$ cat src/rtl/uart_tx_scheduler.sv
// Round-robin arbiter that shares one UART transmitter between NUM_REQ byte sources.
// It captures the winning byte and parity mode, launches the frame, and follows tx_busy until the frame ends.
module uart_tx_scheduler #(
    parameter  int DATA_WIDTH   = 8,
    parameter  int NUM_REQ      = 2,
    parameter  int GAP_CYCLES   = 1,
    parameter  int BUSY_TIMEOUT = 4,
    localparam int ID_W         = (NUM_REQ > 1) ? $clog2(NUM_REQ) : 1
) (
    input  logic                          UCLK,
    input  logic                          reset,
    input  logic [NUM_REQ-1:0]            req,
    input  logic [NUM_REQ*DATA_WIDTH-1:0] req_data,
    input  logic [NUM_REQ-1:0]            req_parity_en,
    output logic [NUM_REQ-1:0]            ack,
    output logic                          done,
    output logic                          err_timeout,
    output logic [ID_W-1:0]               active_id,
    output logic                          sched_busy,
    output logic [DATA_WIDTH-1:0]         tx_data,
    output logic                          tx_parity_enable,
    output logic                          tx_data_valid,
    input  logic                          tx_busy,
    output logic [2:0]                    fsm_state
);

    typedef enum logic [2:0] {
        S_IDLE      = 3'd0,
        S_LAUNCH    = 3'd1,
        S_WAIT_BUSY = 3'd2,
        S_WAIT_DONE = 3'd3,
        S_GAP       = 3'd4
    } state_t;

    localparam int TO_W  = $clog2(BUSY_TIMEOUT + 1);
    localparam int GAP_W = (GAP_CYCLES > 0) ? $clog2(GAP_CYCLES + 1) : 1;

    localparam logic [TO_W-1:0]  TO_LAST  = TO_W'(BUSY_TIMEOUT - 1);
    localparam logic [GAP_W-1:0] GAP_LOAD = GAP_W'(GAP_CYCLES);
    localparam logic [GAP_W-1:0] GAP_ONE  = GAP_W'(1);
    localparam logic [ID_W:0]    NREQ_W   = (ID_W + 1)'(NUM_REQ);
    localparam logic [ID_W-1:0]  LAST_ID  = ID_W'(NUM_REQ - 1);

    state_t              state, state_nxt;
    logic [ID_W-1:0]     ptr, ptr_nxt;
    logic [TO_W-1:0]     to_cnt, to_nxt;
    logic [GAP_W-1:0]    gap_cnt, gap_nxt;
    logic [NUM_REQ-1:0]  ack_nxt;
    logic                done_nxt, err_nxt, capture;
    logic                win_found;
    logic [ID_W-1:0]     win_id;
    logic [ID_W:0]       idx;

    // First asserted request at or after the pointer, wrapping past the last source.
    always_comb begin
        win_found = 1'b0;
        win_id    = '0;
        idx       = '0;
        for (int k = 0; k < NUM_REQ; k++) begin
            idx = {1'b0, ptr} + (ID_W + 1)'(k);
            if (idx >= NREQ_W) idx = idx - NREQ_W;
            if (!win_found && req[idx[ID_W-1:0]]) begin
                win_found = 1'b1;
                win_id    = idx[ID_W-1:0];
            end
        end
    end

    always_comb begin
        state_nxt = state;
        ptr_nxt   = ptr;
        to_nxt    = to_cnt;
        gap_nxt   = gap_cnt;
        ack_nxt   = '0;
        done_nxt  = 1'b0;
        err_nxt   = 1'b0;
        capture   = 1'b0;
        case (state)
            S_IDLE: begin
                // A frame already on the line (tx_busy high) blocks any new grant.
                if (win_found && !tx_busy) begin
                    capture         = 1'b1;
                    ack_nxt[win_id] = 1'b1;
                    ptr_nxt         = (win_id == LAST_ID) ? '0 : win_id + 1'b1;
                    state_nxt       = S_LAUNCH;
                end
            end
            S_LAUNCH: begin
                to_nxt    = '0;
                state_nxt = S_WAIT_BUSY;
            end
            S_WAIT_BUSY: begin
                if (tx_busy) begin
                    state_nxt = S_WAIT_DONE;
                end else if (to_cnt == TO_LAST) begin
                    err_nxt   = 1'b1;
                    state_nxt = S_IDLE;
                end else begin
                    to_nxt = to_cnt + 1'b1;
                end
            end
            S_WAIT_DONE: begin
                if (!tx_busy) begin
                    done_nxt = 1'b1;
                    if (GAP_CYCLES == 0) begin
                        state_nxt = S_IDLE;
                    end else begin
                        gap_nxt   = GAP_LOAD;
                        state_nxt = S_GAP;
                    end
                end
            end
            S_GAP: begin
                if (gap_cnt <= GAP_ONE) state_nxt = S_IDLE;
                else                    gap_nxt   = gap_cnt - 1'b1;
            end
            default: state_nxt = S_IDLE;
        endcase
    end

    always_ff @(posedge UCLK or negedge reset) begin
        if (!reset) begin
            state            <= S_IDLE;
            ptr              <= '0;
            to_cnt           <= '0;
            gap_cnt          <= '0;
            ack              <= '0;
            done             <= 1'b0;
            err_timeout      <= 1'b0;
            tx_data          <= '0;
            tx_parity_enable <= 1'b0;
            active_id        <= '0;
        end else begin
            state       <= state_nxt;
            ptr         <= ptr_nxt;
            to_cnt      <= to_nxt;
            gap_cnt     <= gap_nxt;
            ack         <= ack_nxt;
            done        <= done_nxt;
            err_timeout <= err_nxt;
            if (capture) begin
                tx_data          <= req_data[win_id*DATA_WIDTH +: DATA_WIDTH];
                tx_parity_enable <= req_parity_en[win_id];
                active_id        <= win_id;
            end
        end
    end

    // Handshake: tx_data_valid is a request that stays up from LAUNCH until tx_busy is seen high;
    // tx_busy acts as the acceptance, so valid drops combinationally once the Tx reports busy.
    assign tx_data_valid = (state == S_LAUNCH) || ((state == S_WAIT_BUSY) && !tx_busy);
    assign sched_busy    = (state != S_IDLE);
    assign fsm_state     = state;

endmodule

$ cat config.mk
export PLATFORM = sky130hd
export DESIGN_NAME = uart_tx_scheduler
export DESIGN_NICKNAME = d
export VERILOG_FILES = /design/src/rtl/uart_tx_scheduler.sv
export SDC_FILE = /design/constraint.sdc
export NUM_CORES = 1
export LEC_CHECK = 0
export BUFFER_PORTS_ARGS = -buffer_cell sky130_fd_sc_hd__buf_2
export CORE_AREA = 2 2 53 55
export DETAILED_ROUTE_END_ITERATION = 16
export DIE_AREA = 0 0 55 57
export PLACE_DENSITY = 0.71
export SYNTH_ARGS = -nofsm -noshare
export SYNTH_HDL_FRONTEND = slang
export SYNTH_SLANG_ARGS = --single-unit
export TNS_END_PERCENT = 50
$ cat constraint.sdc
create_clock -name UCLK -period 1.71 [get_ports UCLK]
set_input_delay 0.171 -clock UCLK [delete_from_list [all_inputs] [get_ports UCLK]]
set_output_delay 0.171 -clock UCLK [all_outputs]
set_load 0.01 [all_outputs]
==> reports/results.ini, run 1 <==
[outcome]
status=complete, no violations

[yosys]
yosys_warnings=0
synth_cell_type_count=27
seq_area_frac_synth=0.4817
synth_ff_type=dfrtp_1
synth_nets=134
synth_top_area_cell=dfrtp_1
avgSynthCellArea_um2=10.01
synth_seq_cells=21
netlist_area_um2=1091
async_flop_share=1.000
synthCells=109
synth_top_cell_area_share=0.4817
synth_edf_count=0
synthTopCellsByArea=dfrtp_1, nand3b_1, a21oi_1
yosys-top-cells-count=dfrtp_1, a21oi_1, nand3b_1, o21ai_0, a31oi_1
yosysMostFrequentCell=dfrtp_1

[setup_path]
critPathLaunchType=register
end_kind=primary output
critPathRequiredTime_ns=1.54
crit_chain=or3_1, a21oi_1, buf_2
crit_slowest_cell=dfrtp_2
critPathArrivalTime_ns=1.48
slowest_delay_ns=0.51
path_class=reg2out
path_max_fanout=13

[placed_design]
portBuffers=41
gp_congestion=0.6940
pre_cts_slack_ns=0.03138
post-dp-hpwl_um=1780

[routing]
wirelength_um=2432
via_per_inst=5.268
routedWlPerCell_um=13.29
drt_iter0_drc=8
detail-route-antenna-nets=0
vias=964
drc=0
first_pass_iters=3

[clock_tree]
ctsHtreeMaxLevel=1
clock_path_buffers=2
path_clk_slew_ns=0.11
cts_tree=yes
ctsRootBufferMaster=clkbuf_4
numCtsBuffers=3
clk-insertion-delay-late_ns=0.30
clock-sinks=21

[global_route]
grtUsageTotal=0.1797
grt_max_degree=22
grt_pass1_vias=955
grt_first_pass_wirelength_um=4146
antenna_found_initial=0
overflow=0

[final_layout]
drive_above_1_share=0.3882
diodes=0
synthToLayoutAreaGrowth_pct=26.38
fin_nets=178
multi_input_area_um2=501.7
regArea_um2=529.3
n_fill_cell=269

[timing]
fin_ws_ns=0.05516
worst_pin_slew_ns=0.4589
relSlewSlack=0.6941
max_freq_ghz=0.6043
slew_viol_final=0
hold_viol=0
tns_ns=0
setup_viol=0
final.setup_skew_ns=0.001072
fin_crit_sh=0.9677
rsz0062_at_grt=true
timing.hold.ws_ns=0.1181
min_period_ns=1.655

[power]
ir_worst_vdd_uv=860.5
p_per_area_nw_per_um2=1539
leakage_nw=0.6338

[floorplan]
die_h_um=57
dieWidth_um=55
dieArea_um2=3135
ios=42
core-area_um2=2615
start_util=0.4172
placementRows=19

[job]
cap_violations=0

[hold_path]
hold_path.class=in2reg

-- final timing paths --
check                                  start       endpoint  slack [ns]  cells past startpoint
min in group asynchronous              reset      active_id        0.33                      2
worst min-delay path             req_data[5]     tx_data[5]        0.12                      3
max in group asynchronous              reset   fsm_state[0]        1.04                      2
worst max-delay path            fsm_state[0]  tx_data_valid        0.06                      3
worst max register to register     to_cnt[0]      to_cnt[2]        0.09                      6
worst min register to register     active_id      active_id        0.52                      1
-- cells by family (layout without fill, tap and decap cells) --
group | Yosys count | in the layout | share of synthesized area
buffers and inverters | 14 | 57 | 0.06077
and+or+nand+nor | 30 | 30 | 0.1950
DFF | 21 | 21 | 0.4816
adders and majority gates | 2 | 2 | 0.02293
AOI/OAI and AO/OA | 38 | 38 | 0.2018
muxes | 4 | 4 | 0.03784
-- stage by stage --
stage | instance area (um^2) | total power [mW] | utilization | std cells
floorplan | 1091 | 1.508 | - | 109
global placement | 1321 | 1.830 | 0.5053 | 176
detailed placement | 1321 | 1.867 | 0.5053 | 176
CTS | 1359 | 2.114 | 0.5196 | 181
global route | 1379 | 2.302 | 0.5273 | 183
finish | 1379 | 2.122 | 0.5273 | 183
-- critical path: cells and delay by family (launching register included) --
kind	cells	cell delay [ns]
and+or+nand+nor	1	0.39
buffers and inverters	1	0.14
DFF	1	0.51
AOI/OAI and AO/OA	1	0.13
-- layout make-up --
class	instances	area share
repair buffers	49	0.1942
inverters	4	0.01089
multi-input cells	74	0.3639
well taps	31	0.02813
flip-flops and latches	21	0.3838
clock buffers	4	0.01906
-- layout by cell type (no fill, tap or decap), drive strengths merged, types with 2 or more instances in the layout --
| master | synthesis | final |
|---|---|---|
| buf | 6 | 48 |
| dfrtp | 21 | 21 |
| a21oi | 14 | 14 |
| nand3b | 10 | 10 |
| o21ai | 10 | 10 |
| a31oi | 9 | 9 |
| inv | 4 | 4 |
| nor2 | 4 | 4 |
| clkbuf | 4 | 4 |
| nand2 | 3 | 3 |
| mux2i | 3 | 3 |
| o2bb2ai | 3 | 3 |
| nor3 | 3 | 3 |
| nor4b | 3 | 3 |
| nor3b | 2 | 2 |
| ha | 2 | 2 |
-- flip-flops by register name, indices dropped and copies added (netlist names) --
name	count
ack	2
active_id	1
done	1
err_timeout	1
fsm_state	3
ptr	1
to_cnt	3
tx_data	8
tx_parity_enable	1
-- timing repair --
item                                    in CTS  in global routing
endpoints found under the setup margin       1                  5
setup buffers                                0                  2
hold buffers                                 1                  0
resized for setup                            1                  3
pin swaps                                    0                  1
hold endpoints to repair                    21                  0
-- metal layers --
layer / vias to the layer above / part of all wire / track usage
met5: - / 0 / 0
met4: 0 / 0.019 / 0.07317
met3: 5 / 0.066 / 0.02880
met2: 34 / 0.49 / 0.3027
met1: 443 / 0.43 / 0.2232
li1: 482 / - / -
-- power by group --
part           leakage (nW)  switching, mW  internal, mW  total [mW]
Combinational         0.367          0.527         0.489        1.02
Clock                0.0150          0.147        0.0911       0.239
Sequential            0.252          0.167         0.700       0.867
Power figures use the tool's default switching activity.
==> run 2, diff against run 1 <==
- CORE_AREA: 2 2 53 55 -> 2 2 77 42
- DIE_AREA: 0 0 55 57 -> 0 0 79 44
- GPL_TIMING_DRIVEN: not set -> 0
- PLACE_DENSITY: 0.71 -> 0.67
==> run 2 against run 1 <==
  * Total power is 13% higher
  * Cell count rose by 10%
  * Final area grew 7.7%
  * Register-to-register slack worse by 0.02 ns
  * Global-route usage down 0.93 points
  * First-iteration DRC count grew to 6.9 times the previous value
  * Sequential power decreased by 5.5%
  * Clock skew increased by 0.0037 ns
  * Wire length increased by 15%
  * Sequential cell count is the same
  * Maximum frequency is 0.67% higher
==> reports/results.ini, run 2 (synthesis gave the netlist of run 1 again) <==
[power]
p_switching_mw=0.9297  ; was 0.8418 mW
leakage_nw=0.6776  ; was 0.6338 nW
p_int_mw=1.460  ; was 1.281 mW
pwr-share-clk=0.133  ; was 0.112
comb_power_share=0.524  ; was 0.479
p_per_area_nw_per_um2=1609  ; was 1539 nW/um^2
seq_power_share=0.343  ; was 0.409
switching_share=0.3891  ; was 0.3966
ir_worst_vdd_uv=671.4  ; was 860.5 uV
finalPower_mw=2.389  ; was 2.122 mW

[timing]
setup_viol=0  ; unchanged
final.setup_skew_ns=0.004762  ; was 0.001072 ns
slew_viol_final=0  ; unchanged
worst_pin_slew_ns=0.4649  ; was 0.4589 ns
relSlewSlack=0.6901  ; was 0.6941
hold_viol=0  ; unchanged
fin_crit_sh=0.9613  ; was 0.9677
max_freq_ghz=0.6083  ; was 0.6043 GHz
fin_ws_ns=0.06620  ; was 0.05516 ns
min_period_ns=1.644  ; was 1.655 ns

[setup_path]
path_class=reg2reg  ; was reg2out
critPathRequiredTime_ns=1.86  ; was 1.54 ns
crit_slowest_cell=dfrtp_1  ; was dfrtp_2
critPathArrivalTime_ns=1.80  ; was 1.48 ns
path_max_fanout=4  ; was 13
worst_path_most_repeated_cell=ha_2
end_kind=register  ; was primary output
critPathLaunchType=register  ; unchanged
critPathBufInv=1  ; unchanged
crit_chain=ha_2, ha_2, nor4b_4, buf_4, mux2i_4, o2bb2ai_2  ; was or3_1, a21oi_1, buf_2
path_delay_family=flip-flops  ; unchanged
slowest_delay_ns=0.40  ; was 0.51 ns

[routing]
via_per_inst=5.134  ; was 5.268
vias=1037  ; was 964
drc=0  ; unchanged
routedWlPerCell_um=13.90  ; was 13.29 um
wirelength_um=2808  ; was 2432 um
drt_iter0_drc=55  ; was 8
detail-route-antenna-nets=0  ; unchanged
first_pass_iters=4  ; was 3

[global_route]
antenna_found_initial=0  ; unchanged
use_met1=0.2434  ; was 0.2232
overflow=0  ; unchanged
grtUsageTotal=0.1703  ; was 0.1797
grt_pass1_vias=948  ; was 955
grt_first_pass_wirelength_um=4436  ; was 4146 um
use_met2=0.2441  ; was 0.3027
met3_usage=0.06250  ; was 0.02880
grt_busiest_layer=met2  ; unchanged
grt_max_degree=22  ; unchanged

[floorplan]
ios=42  ; unchanged
dieWidth_um=79  ; was 55 um
start_util=0.3845  ; was 0.4172
die_h_um=44  ; was 57 um
dieArea_um2=3476  ; was 3135 um^2
placementRows=14  ; was 19
core-area_um2=2838  ; was 2615 um^2

[clock_tree]
clock-sinks=21  ; unchanged
clock_path_buffers=2  ; unchanged
path_clk_slew_ns=0.07  ; was 0.11 ns
ctsRootBufferMaster=clkbuf_8  ; was clkbuf_4
cts_tree=yes  ; unchanged
numCtsBuffers=3  ; unchanged
ctsHtreeMaxLevel=1  ; unchanged
clk-insertion-delay-late_ns=0.26  ; was 0.30 ns

[final_layout]
final_cell_mix=buf_2, dfrtp_1, a21oi_1  ; unchanged
drive_above_1_share=0.4136  ; was 0.3882
synthToLayoutAreaGrowth_pct=36.12  ; was 26.38%
top_register=tx_data  ; unchanged
diodes=0  ; unchanged
fin_nets=188  ; was 178
final_common_cell=buf_2  ; unchanged
largest_reg_flops=8  ; unchanged
n_fill_cell=283  ; was 269

[placed_design]
portBuffers=41  ; unchanged
pre_cts_slack_ns=-0.01869  ; was 0.03138 ns
gp_congestion=0.7316  ; was 0.6940
post-dp-hpwl_um=2024  ; was 1780 um

[hold_path]
hold_path.class=in2reg  ; unchanged

[job]
cap_violations=0  ; unchanged

[outcome]
status=complete, no violations  ; unchanged

==> run 2: repair_timing <==
| item | in CTS | in global routing |
|---|---|---|
| buffers inserted | 1 | 5 |
| pin swaps | 1 | 3 |
| endpoints found under the hold margin | 21 | 0 |
| gates resized for setup | 2 | 8 |
| gates cloned | 0 | 1 |
| setup endpoints to repair | 4 | 5 |
| hold buffers | 1 | 0 |
==> run 2: per-stage QoR <==
stage / util / instance area (um^2) / setup TNS, ns / std cells / hold slack, ns
floorplan: - / 1091 / 0 / 109 / -0.1246
global placement: 0.4744 / 1346 / 0 / 190 / 0.1552
detailed placement: 0.4744 / 1346 / -0.03461 / 190 / 0.1450
CTS: 0.4982 / 1414 / 0 / 196 / 0.1778
global route: 0.5234 / 1485 / -0.01639 / 202 / 0.1859
finish: 0.5234 / 1485 / 0 / 202 / 0.1811
==> run 2: layer usage <==
layer | wire, um | share of wire
met5 | 0 | 0
met4 | 32 | 0.011
met3 | 231 | 0.082
met2 | 1227 | 0.44
met1 | 1317 | 0.47
==> run 2: area by class of cell <==
cell class	count	area [um^2]	area share
repair buffers	49	265.3	0.1786
clock buffers	4	45.04	0.03033
flip-flops and latches	21	526.8	0.3547
plain buffers	10	60.06	0.04044
inverters	4	15.01	0.01011
well taps	40	50.05	0.03370
multi-input cells	74	523.0	0.3521
==> run 2: worst paths after layout <==
| check | from | to | slack, ns | cells past startpoint |
|---|---|---|---|---|
| max | to_cnt[1] | to_cnt[2] | 0.07 | 6 |
| min | req_data[3] | tx_data[3] | 0.18 | 3 |
| max reg2reg | to_cnt[1] | to_cnt[2] | 0.07 | 6 |
| min reg2reg | ptr | ptr | 0.53 | 2 |
| max in group asynchronous | reset | fsm_state[0] | 0.98 | 2 |
| min in group asynchronous | reset | fsm_state[2] | 0.39 | 2 |
==> run 2: power groups by stage <==
| stage | logic (mW) | clock network [mW] | registers (mW) |
|---|---|---|---|
| 2_1_floorplan | 0.613 | 0 | 0.895 |
| 3_3_place_gp | 1.02 | 0 | 0.820 |
| 3_5_place_dp | 1.06 | 0 | 0.829 |
| 4_1_cts | 1.09 | 0.322 | 0.820 |
| 5_1_grt | 1.37 | 0.352 | 0.850 |
| 6_report | 1.25 | 0.318 | 0.819 |
==> run 2: worst reg2reg max path, stage by stage (launching register included) <==
cell and delay [ns]:
dfrtp_1 0.40, ha_2 0.19, ha_2 0.20, nor4b_4 0.24, buf_4 0.20, mux2i_4 0.24, o2bb2ai_2 0.07
